## src/rtl/hamming_pkg.sv

```systemverilog
// Shared definitions for the streaming Hamming encoder and its decoder.
//   calc_r(k)   : number of Hamming parity bits needed for k data bits.
//   data_pos(i) : Hamming position (1-based) of data bit i; powers of two
//                 are reserved for parity, so data fills 3, 5, 6, 7, 9, ...
//   occ_e       : occupancy of the encoder's two-entry output buffer.
package hamming_pkg;

    localparam int MAX_K = 64;
    localparam int MAX_N = 72;

    typedef enum logic [1:0] {
        OCC_EMPTY = 2'd0,
        OCC_ONE   = 2'd1,
        OCC_FULL  = 2'd2
    } occ_e;

    // Smallest r with 2^r >= k + r + 1. The bounded loop keeps this usable
    // as a constant function by synthesis tools.
    function automatic int calc_r(input int k);
        int r;
        r = 1;
        for (int c = 0; c < 8; c++) begin
            if ((1 << r) < (k + r + 1)) begin
                r = r + 1;
            end
        end
        return r;
    endfunction

    // Position of data bit i: the i-th position that is not a power of two.
    function automatic int data_pos(input int i);
        int cnt;
        int pos;
        cnt = 0;
        pos = 0;
        for (int p = 3; p <= MAX_N; p++) begin
            if ((p & (p - 1)) != 0) begin
                if (cnt == i) begin
                    pos = p;
                end
                cnt = cnt + 1;
            end
        end
        return pos;
    endfunction

endpackage

```

## src/rtl/hamming_parity_gen.sv

```systemverilog
// Combinational Hamming codeword generator.
//   data_i     [K-1:0] : data word
//   codeword_o [N-1:0] : {overall parity (SECDED only), parity[R-1:0], data}
// parity[j] is the XOR of every data bit whose Hamming position has bit j
// set. With SECDED the top bit makes the whole codeword even weight.
module hamming_parity_gen
    import hamming_pkg::*;
#(
    parameter int K      = 4,
    parameter int SECDED = 0,
    localparam int R     = calc_r(K),
    localparam int N     = K + R + SECDED
) (
    input  logic [K-1:0] data_i,
    output logic [N-1:0] codeword_o
);

    logic [R-1:0] parity;

    always_comb begin
        parity = '0;
        for (int j = 0; j < R; j++) begin
            for (int i = 0; i < K; i++) begin
                if (((data_pos(i) >> j) & 1) != 0) begin
                    parity[j] = parity[j] ^ data_i[i];
                end
            end
        end
    end

    if (SECDED != 0) begin : g_secded
        assign codeword_o = {^{parity, data_i}, parity, data_i};
    end else begin : g_sec
        assign codeword_o = {parity, data_i};
    end

endmodule

```

## src/rtl/hamming_stream_encoder.sv

```systemverilog
// Streaming Hamming (SEC) / extended Hamming (SECDED) encoder.
//   clk, rst_n            : clock, asynchronous active-low reset
//   in_valid/in_ready     : input handshake, in_data [K-1:0], inj_mask [N-1:0]
//   out_valid/out_ready   : output handshake, out_codeword [N-1:0]
//   enc_count [CNT_W-1:0] : codewords delivered, wraps
//   dbg_state [1:0]       : buffer occupancy (occ_e encoding)
//
// Handshake: a transfer happens on a rising edge where valid and ready are
// both high; valid, once raised, holds its payload until that edge, and the
// payload never changes while valid is high and ready is low.
//
// Buffering: OR drives the output, SK catches the word accepted while OR is
// stalled. in_ready is a flop computed from the next occupancy, so it has no
// combinational path from out_ready; the skid entry makes that safe.
module hamming_stream_encoder
    import hamming_pkg::*;
#(
    parameter int K      = 4,
    parameter int SECDED = 0,
    parameter int CNT_W  = 16,
    localparam int R     = calc_r(K),
    localparam int N     = K + R + SECDED
) (
    input  logic             clk,
    input  logic             rst_n,
    input  logic             in_valid,
    output logic             in_ready,
    input  logic [K-1:0]     in_data,
    input  logic [N-1:0]     inj_mask,
    output logic             out_valid,
    input  logic             out_ready,
    output logic [N-1:0]     out_codeword,
    output logic [CNT_W-1:0] enc_count,
    output logic [1:0]       dbg_state
);

    occ_e             state_q, state_d;
    logic [N-1:0]     or_q, or_d;
    logic [N-1:0]     sk_q, sk_d;
    logic [CNT_W-1:0] cnt_q, cnt_d;
    logic             in_ready_q, in_ready_d;
    logic             out_valid_q, out_valid_d;

    logic [N-1:0]     enc_cw;
    logic [N-1:0]     new_word;
    logic             accept;
    logic             deliver;

    hamming_parity_gen #(
        .K      (K),
        .SECDED (SECDED)
    ) u_parity_gen (
        .data_i     (in_data),
        .codeword_o (enc_cw)
    );

    assign new_word = enc_cw ^ inj_mask;
    assign accept   = in_valid & in_ready_q;
    assign deliver  = out_valid_q & out_ready;

    always_comb begin
        state_d = state_q;
        or_d    = or_q;
        sk_d    = sk_q;
        unique case (state_q)
            OCC_EMPTY: begin
                if (accept) begin
                    or_d    = new_word;
                    state_d = OCC_ONE;
                end
            end
            OCC_ONE: begin
                if (accept && deliver) begin
                    or_d = new_word;
                end else if (accept) begin
                    sk_d    = new_word;
                    state_d = OCC_FULL;
                end else if (deliver) begin
                    state_d = OCC_EMPTY;
                end
            end
            OCC_FULL: begin
                // in_ready is low here, so only a deliver can happen.
                if (deliver) begin
                    or_d    = sk_q;
                    state_d = OCC_ONE;
                end
            end
            default: begin
                state_d = OCC_EMPTY;
            end
        endcase
        in_ready_d  = (state_d != OCC_FULL);
        out_valid_d = (state_d != OCC_EMPTY);
        cnt_d       = cnt_q + CNT_W'(deliver);
    end

    always_ff @(posedge clk or negedge rst_n) begin
        if (!rst_n) begin
            state_q     <= OCC_EMPTY;
            or_q        <= '0;
            sk_q        <= '0;
            cnt_q       <= '0;
            in_ready_q  <= 1'b1;
            out_valid_q <= 1'b0;
        end else begin
            state_q     <= state_d;
            or_q        <= or_d;
            sk_q        <= sk_d;
            cnt_q       <= cnt_d;
            in_ready_q  <= in_ready_d;
            out_valid_q <= out_valid_d;
        end
    end

    assign in_ready     = in_ready_q;
    assign out_valid    = out_valid_q;
    assign out_codeword = or_q;
    assign enc_count    = cnt_q;
    assign dbg_state    = state_q;

endmodule
```

## config.mk

```make
export PLATFORM = sky130hd
export DESIGN_NAME = hamming_stream_encoder
export DESIGN_NICKNAME = d
export VERILOG_FILES = /design/src/rtl/hamming_pkg.sv /design/src/rtl/hamming_parity_gen.sv /design/src/rtl/hamming_stream_encoder.sv
export SDC_FILE = /design/constraint.sdc
export NUM_CORES = 1
export LEC_CHECK = 0
export ABC_CLOCK_PERIOD_IN_PS = 2830
export BUFFER_PORTS_ARGS = -buffer_cell sky130_fd_sc_hd__buf_2
export CORE_MARGIN = 5
export CORE_UTILIZATION = 56
export DETAILED_ROUTE_END_ITERATION = 8
export GPL_TIMING_DRIVEN = 0
export PLACE_DENSITY = 0.91
export SLEW_MARGIN = 25
export SYNTH_ARGS = -nofsm -noshare
export SYNTH_HDL_FRONTEND = slang
export SYNTH_HIERARCHICAL = 1
export SYNTH_SLANG_ARGS = --single-unit
```

## constraint.sdc

```tcl
create_clock -name clk -period 2.83 [get_ports clk]
set_input_delay 0.7075 -clock clk [delete_from_list [all_inputs] [get_ports clk]]
set_output_delay 0.7075 -clock clk [all_outputs]
set_load 0.02 [all_outputs]
```

==> out/metrics.yaml, run 1 <==
peakVddDrop_v: 0.000766
clock-sinks: 34
postSynthCellCount: 138
crit_fanout: 6
finClkSkew_ns: 0.00682
pwr-share-comb: 0.392
drc_errors: 0
dr.pass1.iters: 4
use_met1: 0.202
maxSlewViolCount: 0
end_kind: "flip-flop"
finalCritPeriodShare: 0.725
root_buffer: "clkbuf_4"
powerDensity_nw_per_um2: 931
finalNetCount: 203
post_cts_buffers: 0
area_growth_pct: 19.9
tightestPinTransition_ns: 0.735
wl_mm: 3.31
ys_types: 26
fin_crit_ns: 2.05
setup_viol: 0
syn-cell-area_um2: 1620
ys_seq_area_frac: 0.526
num_vias: 1176
grt_overflow: 0
ctsHoldBuffers: 0
grt_usage: 0.172
io_buffers: 41
worst-setup-path-type: "input port to flip-flop"
wl_per_cell_um: 15.2
fillers: 192
cts_tree: "built"
rsz0062_at_grt: "no"
clk_pin_slew_ns: 0.10
synth_warnings: 6
globalplace.congestion: 0.825
fmax_mhz: 488
critical_path_arrival_ns: 2.26
p_leak_nw: 0.982
row_count: 19
grt_pass1_wl_mm: 5.54
die_w_um: 63.8
drt_iter0_markers: 24
p_sw_mw: 0.687
syn_avg_cell_area_um2: 11.7
antenna_found_initial: 0
worstSetupStartpointType: "input port"
cts_max_path_buffers: 2
numCtsBuffers: 5
grt_pass1_vias: 1254
dp_hpwl_mm: 2.49
postCtsResizedCells: 0
initial_core_util: 0.587
tns_ns: 0
status: "completed"
drive_gt1_frac: 0.364
boundaryPins: 42
dieHeight_um: 63.8
r2r_setup_slack_ns: 0.86
core_um2: 2760
power_mw: 1.81
pwr-share-seq: 0.428
syn_nets: 155
antenna_cells: 0
groute.layer.met3.usage: 0.0525
p_sw_frac: 0.380
cp.required_ns: 3.04
finalHoldViolations: 0
die_area_um2: 4070
maxCapViolCount: 0
htree_levels: 2
ys_ff_latch: 34
hp-class: "input port to asynchronous set/reset pin"
slew_headroom: 0.510
clk_latency_ns: 0.33
clkPwrFrac: 0.180
grt_max_degree: 35
via_per_inst: 5.39
top_usage_layer: "met2"
use_met2: 0.293
ant_nets: 0
p_int_mw: 1.12
## layout make-up
class	count	area, um2	area share
sequential	34	852	0.439
tap	31	38.8	0.0200
buffer	8	56.3	0.0290
multi-input combinational	93	699	0.360
inverter	3	11.3	0.00580
timing repair buffer	41	205	0.106
clock buffer	8	78.8	0.0406
## final timing paths
kind | startpoint | end | depth (start not counted)
min reg2reg | enc_count[15] | enc_count[15] | 1
min | rst_n | sk_q[4] | 1
min in group clk | enc_count[15] | enc_count[15] | 1
max in group asynchronous | rst_n | enc_count[0] | 1
max | out_ready | enc_count[10] | 8
max reg2reg | out_valid | enc_count[10] | 7
## critical path, stage by stage
cell and delay [ns]:
buf_2 0.08, nand2_1 0.14, inv_1 0.19, ha_1 0.26
ha_1 0.27, and4_1 0.33, nand4_1 0.14, xnor2_1 0.15
## synth_stat cells
master	instances	area [um2]
dfstp_2	1	26.3
a21boi_0	1	7.51
nor2_1	7	26.3
xor2_1	2	17.5
o2bb2ai_4	1	27.5
a21oi_4	1	16.3
nand4_1	2	12.5
o21a_1	1	7.51
dfrtp_1	33	826
nand2_1	13	48.8
and4_1	2	17.5
and3_1	4	25.0
o21ai_0	8	40.0
o21bai_1	1	7.51
ha_1	2	25.0
inv_1	3	11.3
buf_2	3	15.0
buf_4	4	30.0
xnor2_1	19	166
xor3_1	3	71.3
a21oi_1	8	40.0
mux2_2	7	78.8
nand3_1	9	45.0
nand2b_1	1	6.26
buf_6	1	11.3
and3b_4	1	12.5
## registers in the layout (all words and copies together) (netlist names)
register      cells
dbg_state         2
out_codeword      7
out_valid         1
sk_q              7
enc_count        16
in_ready          1
## cells in the final DEF (no fill, tap or decap)
master,instances
buf_6,1
o2bb2ai_4,1
xor2_1,2
clkbuf_4,5
nand2b_1,1
clkbuf_8,3
o21a_1,1
a21oi_4,1
nand2_1,13
buf_2,44
dfrtp_1,33
buf_4,4
mux2_2,7
xnor2_1,19
inv_1,3
nand4_1,2
o21bai_1,1
a21boi_0,1
a21oi_1,8
dfstp_2,1
and3b_4,1
ha_1,2
nor2_1,7
nand3_1,9
and3_1,4
o21ai_0,8
and4_1,2
xor3_1,3
## kinds of logic (layout without fill, tap and decap cells)
| kind of cell | after synthesis | in the layout | share of synthesized area |
|---|---|---|---|
| AO/OA/AOI/OAI | 21 | 21 | 0.0904 |
| XOR/XNOR | 24 | 24 | 0.158 |
| adder cells (fa/ha/maj) | 2 | 2 | 0.0155 |
| buffers and inverters | 11 | 60 | 0.0417 |
| flip-flops | 34 | 34 | 0.526 |
| multiplexers | 7 | 7 | 0.0487 |
| AND/OR/NAND/NOR | 39 | 39 | 0.120 |
## per-layer routing
layer / up-vias / routed length, um
met5: - / 0
met4: 0 / 43
met3: 7 / 166
met2: 38 / 1730
met1: 570 / 1370
li1: 561 / -
## metrics by stage
| stage | hold WS [ns] | cells | util | setup WS, ns | area [um2] |
|---|---|---|---|---|---|
| 2_1_floorplan | 0.412 | 138 | - | 0.796 | 1620 |
| 3_3_place_gp | 0.456 | 210 | 0.676 | 0.593 | 1860 |
| 3_5_place_dp | 0.463 | 210 | 0.676 | 0.487 | 1860 |
| 4_1_cts | 0.443 | 218 | 0.704 | 0.820 | 1940 |
| 5_1_grt | 0.477 | 218 | 0.704 | 0.685 | 1940 |
| 6_report | 0.431 | 218 | 0.704 | 0.780 | 1940 |
## power groups by stage
stage	Combinational [mW]	Clock, mW	Sequential, mW
after global routing	0.769	0.361	0.798
final	0.708	0.326	0.775
after global placement	0.682	0	0.763
after detailed placement	0.715	0	0.779
after CTS	0.718	0.333	0.773
after floorplan	0.348	0	0.908
No activity file was read; power rests on OpenSTA's default activity.
==> inputs of run 2 (changes only) <==
- ABC_CLOCK_PERIOD_IN_PS: 2830 -> 1700
- CORE_UTILIZATION: 56 -> 47
- PLACE_DENSITY: 0.91 -> 0.82
- clock period: 2.83 -> 1.7 ns (I/O delays scaled with it)
==> run 2 against run 1 <==
Net effect:
- utilization shrank 11 points
- combinational power is 71% higher
- register-to-register slack worse by 0.76 ns
- total power is 65% higher
- sequential share of layout area fell by 0.80 points
- die area up 16%
- largest power group unchanged
- highest routed layer unchanged
- non-clock buffer count stayed put
- setup slack got worse by 0.68 ns
==> out/metrics.yaml, run 2 (synthesis gave the netlist of run 1 again) <==
tightestPinTransition_ns: 0.727
dieHeight_um: 68.7
num_vias: 1137
crit_fanout: 6
power_mw: 2.98
dr.pass1.iters: 4
row_count: 21
fmax_mhz: 625
worstSetupStartpointType: "flip-flop"
io_buffers: 41
stdcell_count: 233
critical_path_arrival_ns: 1.86
finalHoldViolations: 0
p_leak_nw: 0.974
initial_core_util: 0.485
layout_common_cells: "44 x buf_2, 32 x dfrtp_1, 19 x xnor2_1"
ant_nets: 0
tns_ns: 0
numCtsBuffers: 5
finalNetCount: 203
rsz0062_at_grt: "no"
clk_pin_slew_ns: 0.10
htree_levels: 2
fin_crit_ns: 1.60
root_buffer: "clkbuf_4"
maxSlewViolCount: 0
via_per_inst: 4.88
largest_register_ffs: 16
worst-setup-path-type: "flip-flop to flip-flop"
die_w_um: 68.7
cp.required_ns: 1.96
hold_ws_ns: 0.137
grt_overflow: 0
wl_mm: 3.18
cts_max_path_buffers: 2
drc_errors: 0
finClkSkew_ns: 0.00170
grt_pass1_vias: 1168
antenna_cells: 0
clock-sinks: 34
grt_max_degree: 35
boundaryPins: 42
slew_headroom: 0.515
clk_latency_ns: 0.33
cts_tree: "built"
powerDensity_nw_per_um2: 1510
hp-class: "input port to asynchronous set/reset pin"
end_kind: "flip-flop"
final_util: 0.594
multi_input_area_um2: 734
core_um2: 3340
place_inst: 225
grt_usage: 0.150
wl_per_cell_um: 13.6
status: "completed"
layout_commonest_cell: "buf_2"
post_cts_buffers: 0
globalplace.congestion: 0.747
ctsHoldBuffers: 0
die_area_um2: 4720
dp_hpwl_mm: 2.32
maxCapViolCount: 0
setup_viol: 0
drt_iter0_markers: 34
peakVddDrop_v: 0.000809
final-seq-area_um2: 853
grt_pass1_wl_mm: 5.20
drive_gt1_frac: 0.390
area_growth_pct: 22.3
finalCritPeriodShare: 0.941
fillers: 285
antenna_found_initial: 0
[run 2: layout make-up]
class	count	area share
Clock buffer	7	0.0278
Buffer	8	0.0284
Multi-Input combinational cell	93	0.371
Sequential cell	34	0.431
Timing Repair Buffer	41	0.104
Clock inverter	1	0.00253
Tap cell	46	0.0291
Inverter	3	0.00695
[run 2: per-stage QoR]
step	instance area, um2	setup slack (ns)
after detailed placement	1890	-0.231
after floorplan	1630	0.00411
after global routing	1980	0.00985
after CTS	1950	0.0222
final	1980	0.100
after global placement	1890	-0.221
[run 2: routing by layer]
metal | GRT usage | wire, um
met5 | 0 | 0
met2 | 0.248 | 1620
met4 | 0.0584 | 46
met1 | 0.181 | 1380
met3 | 0.0486 | 131
[run 2: power by group]
part           internal [mW]  switching, mW  total [mW]
combinational          0.529          0.681        1.21
clock                  0.200          0.268       0.468
sequential              1.09          0.213        1.30
[run 2: timing repair]
item | CTS | global route
gates resized for setup | 4 | 4
pin swaps | 0 | 1
setup endpoints to repair | 6 | 6
[run 2: path summary, 6_finish.rpt]
kind                            endpoint  slack, ns     startpoint  cells after the start
setup / recovery           enc_count[15]       0.10      out_valid                      8
hold / removal              enc_count[4]       0.14          rst_n                      1
setup reg to reg           enc_count[15]       0.10      out_valid                      8
hold reg to reg            enc_count[15]       0.48  enc_count[15]                      1
max in group asynchronous      out_valid       1.06          rst_n                      1
min in group clk                 sk_q[1]       0.43    inj_mask[1]                      3
[run 2: worst max-delay path: stages (launching register included)]
cell and delay (ns):
dfrtp_2 0.44, nand2_4 0.12, inv_4 0.06, ha_4 0.18
and3_1 0.17, and3_1 0.16, buf_2 0.15, nand4_1 0.11
xnor2_1 0.13
==> inputs of run 3 (changes only) <==
==> constraint.sdc (replaced) <==
create_clock -name clk -period 1.7 [get_ports clk]
set_input_delay 0.425 -clock clk [delete_from_list [all_inputs] [get_ports clk]]
set_output_delay 0.425 -clock clk [all_outputs]
set_load 0.05 [all_outputs]
==> run 3 against run 2 <==
Net effect:
- utilization grew 0.075 points
- sequential power is essentially flat
- total power grew 15%
- via count grew 0.53%
- clock-buffer cell count is the same
- fmax grew 1.9%
- design area grew 0.13%
- largest cell class unchanged
==> out/metrics.yaml, run 3 (synthesis gave the netlist of run 1 again) <==
antenna_cells: 0
clock-sinks: 34
tns_ns: 0
layout_commonest_cell: "buf_2"
worst-r2r-cell-count: 8
io_buffers: 41
grt_pass1_vias: 1184
pwr-share-seq: 0.381
postCtsResizedCells: 0
dieHeight_um: 68.7
wl_per_cell_um: 13.5
worst-setup-path-type: "flip-flop to output port"
cts_tree: "built"
num_vias: 1143
p_leak_nw: 0.971
area_growth_pct: 22.5
finalNetCount: 203
antenna_found_initial: 0
place_inst: 225
ctsHoldBuffers: 0
maxSlewViolCount: 0
peakVddDrop_v: 0.000805
initial_core_util: 0.485
layout_common_cells: "44 x buf_2, 30 x dfrtp_1, 19 x xnor2_1"
grt_overflow: 0
cts_max_path_buffers: 2
use_met2: 0.266
critical_path_depth: 1
status: "completed"
drive_gt1_frac: 0.401
crit_fanout: 3
grt_max_degree: 35
setup_viol: 0
row_count: 21
hold_ws_ns: 0.143
cp_cell_sequence: "buf_2"
fmax_mhz: 637
powerDensity_nw_per_um2: 1730
crit_buf_inv: 1
boundaryPins: 42
worstSetupStartpointType: "flip-flop"
cp.required_ns: 1.27
die_area_um2: 4720
stdcell_count: 233
fillers: 287
root_buffer: "clkbuf_4"
hp-class: "input port to asynchronous set/reset pin"
cpLargestDelayFamily: "flip-flops"
dr.pass1.iters: 5
p_sw_mw: 1.60
largest_register_ffs: 16
finClkSkew_ns: 0.00485
tightestPinTransition_ns: 0.736
maxCapViolCount: 0
fin_crit_ns: 1.57
clkPwrFrac: 0.133
die_w_um: 68.7
grt_pass1_wl_mm: 5.15
critical_path_arrival_ns: 1.15
slew_headroom: 0.510
slowest_delay_ns: 0.55
grt_usage: 0.149
finalHoldViolations: 0
numCtsBuffers: 5
post_cts_buffers: 0
groute.layer.met3.usage: 0.0324
ant_nets: 0
use_met1: 0.165
rsz0062_at_grt: "no"
core_um2: 3340
htree_levels: 2
end_kind: "output port"
via_per_inst: 4.91
p_int_mw: 1.82
finalCritPeriodShare: 0.924
globalplace.congestion: 0.795
p_sw_frac: 0.467
clk_latency_ns: 0.33
slowest_stage: "dfstp_2"
pwr-share-comb: 0.486
clk_pin_slew_ns: 0.10
top_usage_layer: "met2"
drt_iter0_markers: 33
wl_mm: 3.14
drc_errors: 0
-- run 3: cell types whose count changed in the layout (fill, tap and decap cells not counted) --
cell	change
dfrtp_1	-2
dfrtp_2	+2
-- run 3: stage by stage --
stage	area [um2]	utilization	total power, mW	worst slack, ns
after floorplan	1660	-	2.59	0.00262
after global placement	1920	0.576	2.93	0.0263
after detailed placement	1920	0.576	3.00	-0.00222
after CTS	1980	0.594	3.46	0.114
after global routing	1980	0.594	3.63	0.0348
final	1980	0.594	3.42	0.130
-- run 3: per-layer routing --
layer  part of all wire  up-vias
met5                  0        -
met2               0.55       30
li1                   -      563
met4              0.014        0
met1               0.38      545
met3              0.056        5
-- run 3: final timing paths --
path / start / end / slack, ns
max in group asynchronous: rst_n / dbg_state[1] / 1.04
min in group clk: inj_mask[0] / sk_q[0] / 0.43
max reg2reg: out_valid / enc_count[15] / 0.15
min: rst_n / enc_count[9] / 0.14
max: in_ready / in_ready / 0.13
min reg2reg: enc_count[15] / enc_count[15] / 0.47
-- run 3: power by group through the flow --
stage               sequential [mW]  clock, mW  combinational (mW)
floorplan                      1.98          0               0.611
global placement               1.30          0                1.63
detailed placement             1.32          0                1.68
CTS                            1.31      0.470                1.68
global route                   1.35      0.499                1.78
finish                         1.30      0.455                1.66
-- run 3: area by class of cell --
cell class                 instances  area, um2  share of cell area
sequential                        34        856               0.432
tap                               46       57.6              0.0290
timing repair buffer              41        205               0.103
inverter                           3       13.8             0.00694
clock buffer                       7       55.1              0.0278
clock inverter                     1       5.00             0.00252
multi-input combinational         93        734               0.370
buffer                             8       56.3              0.0284
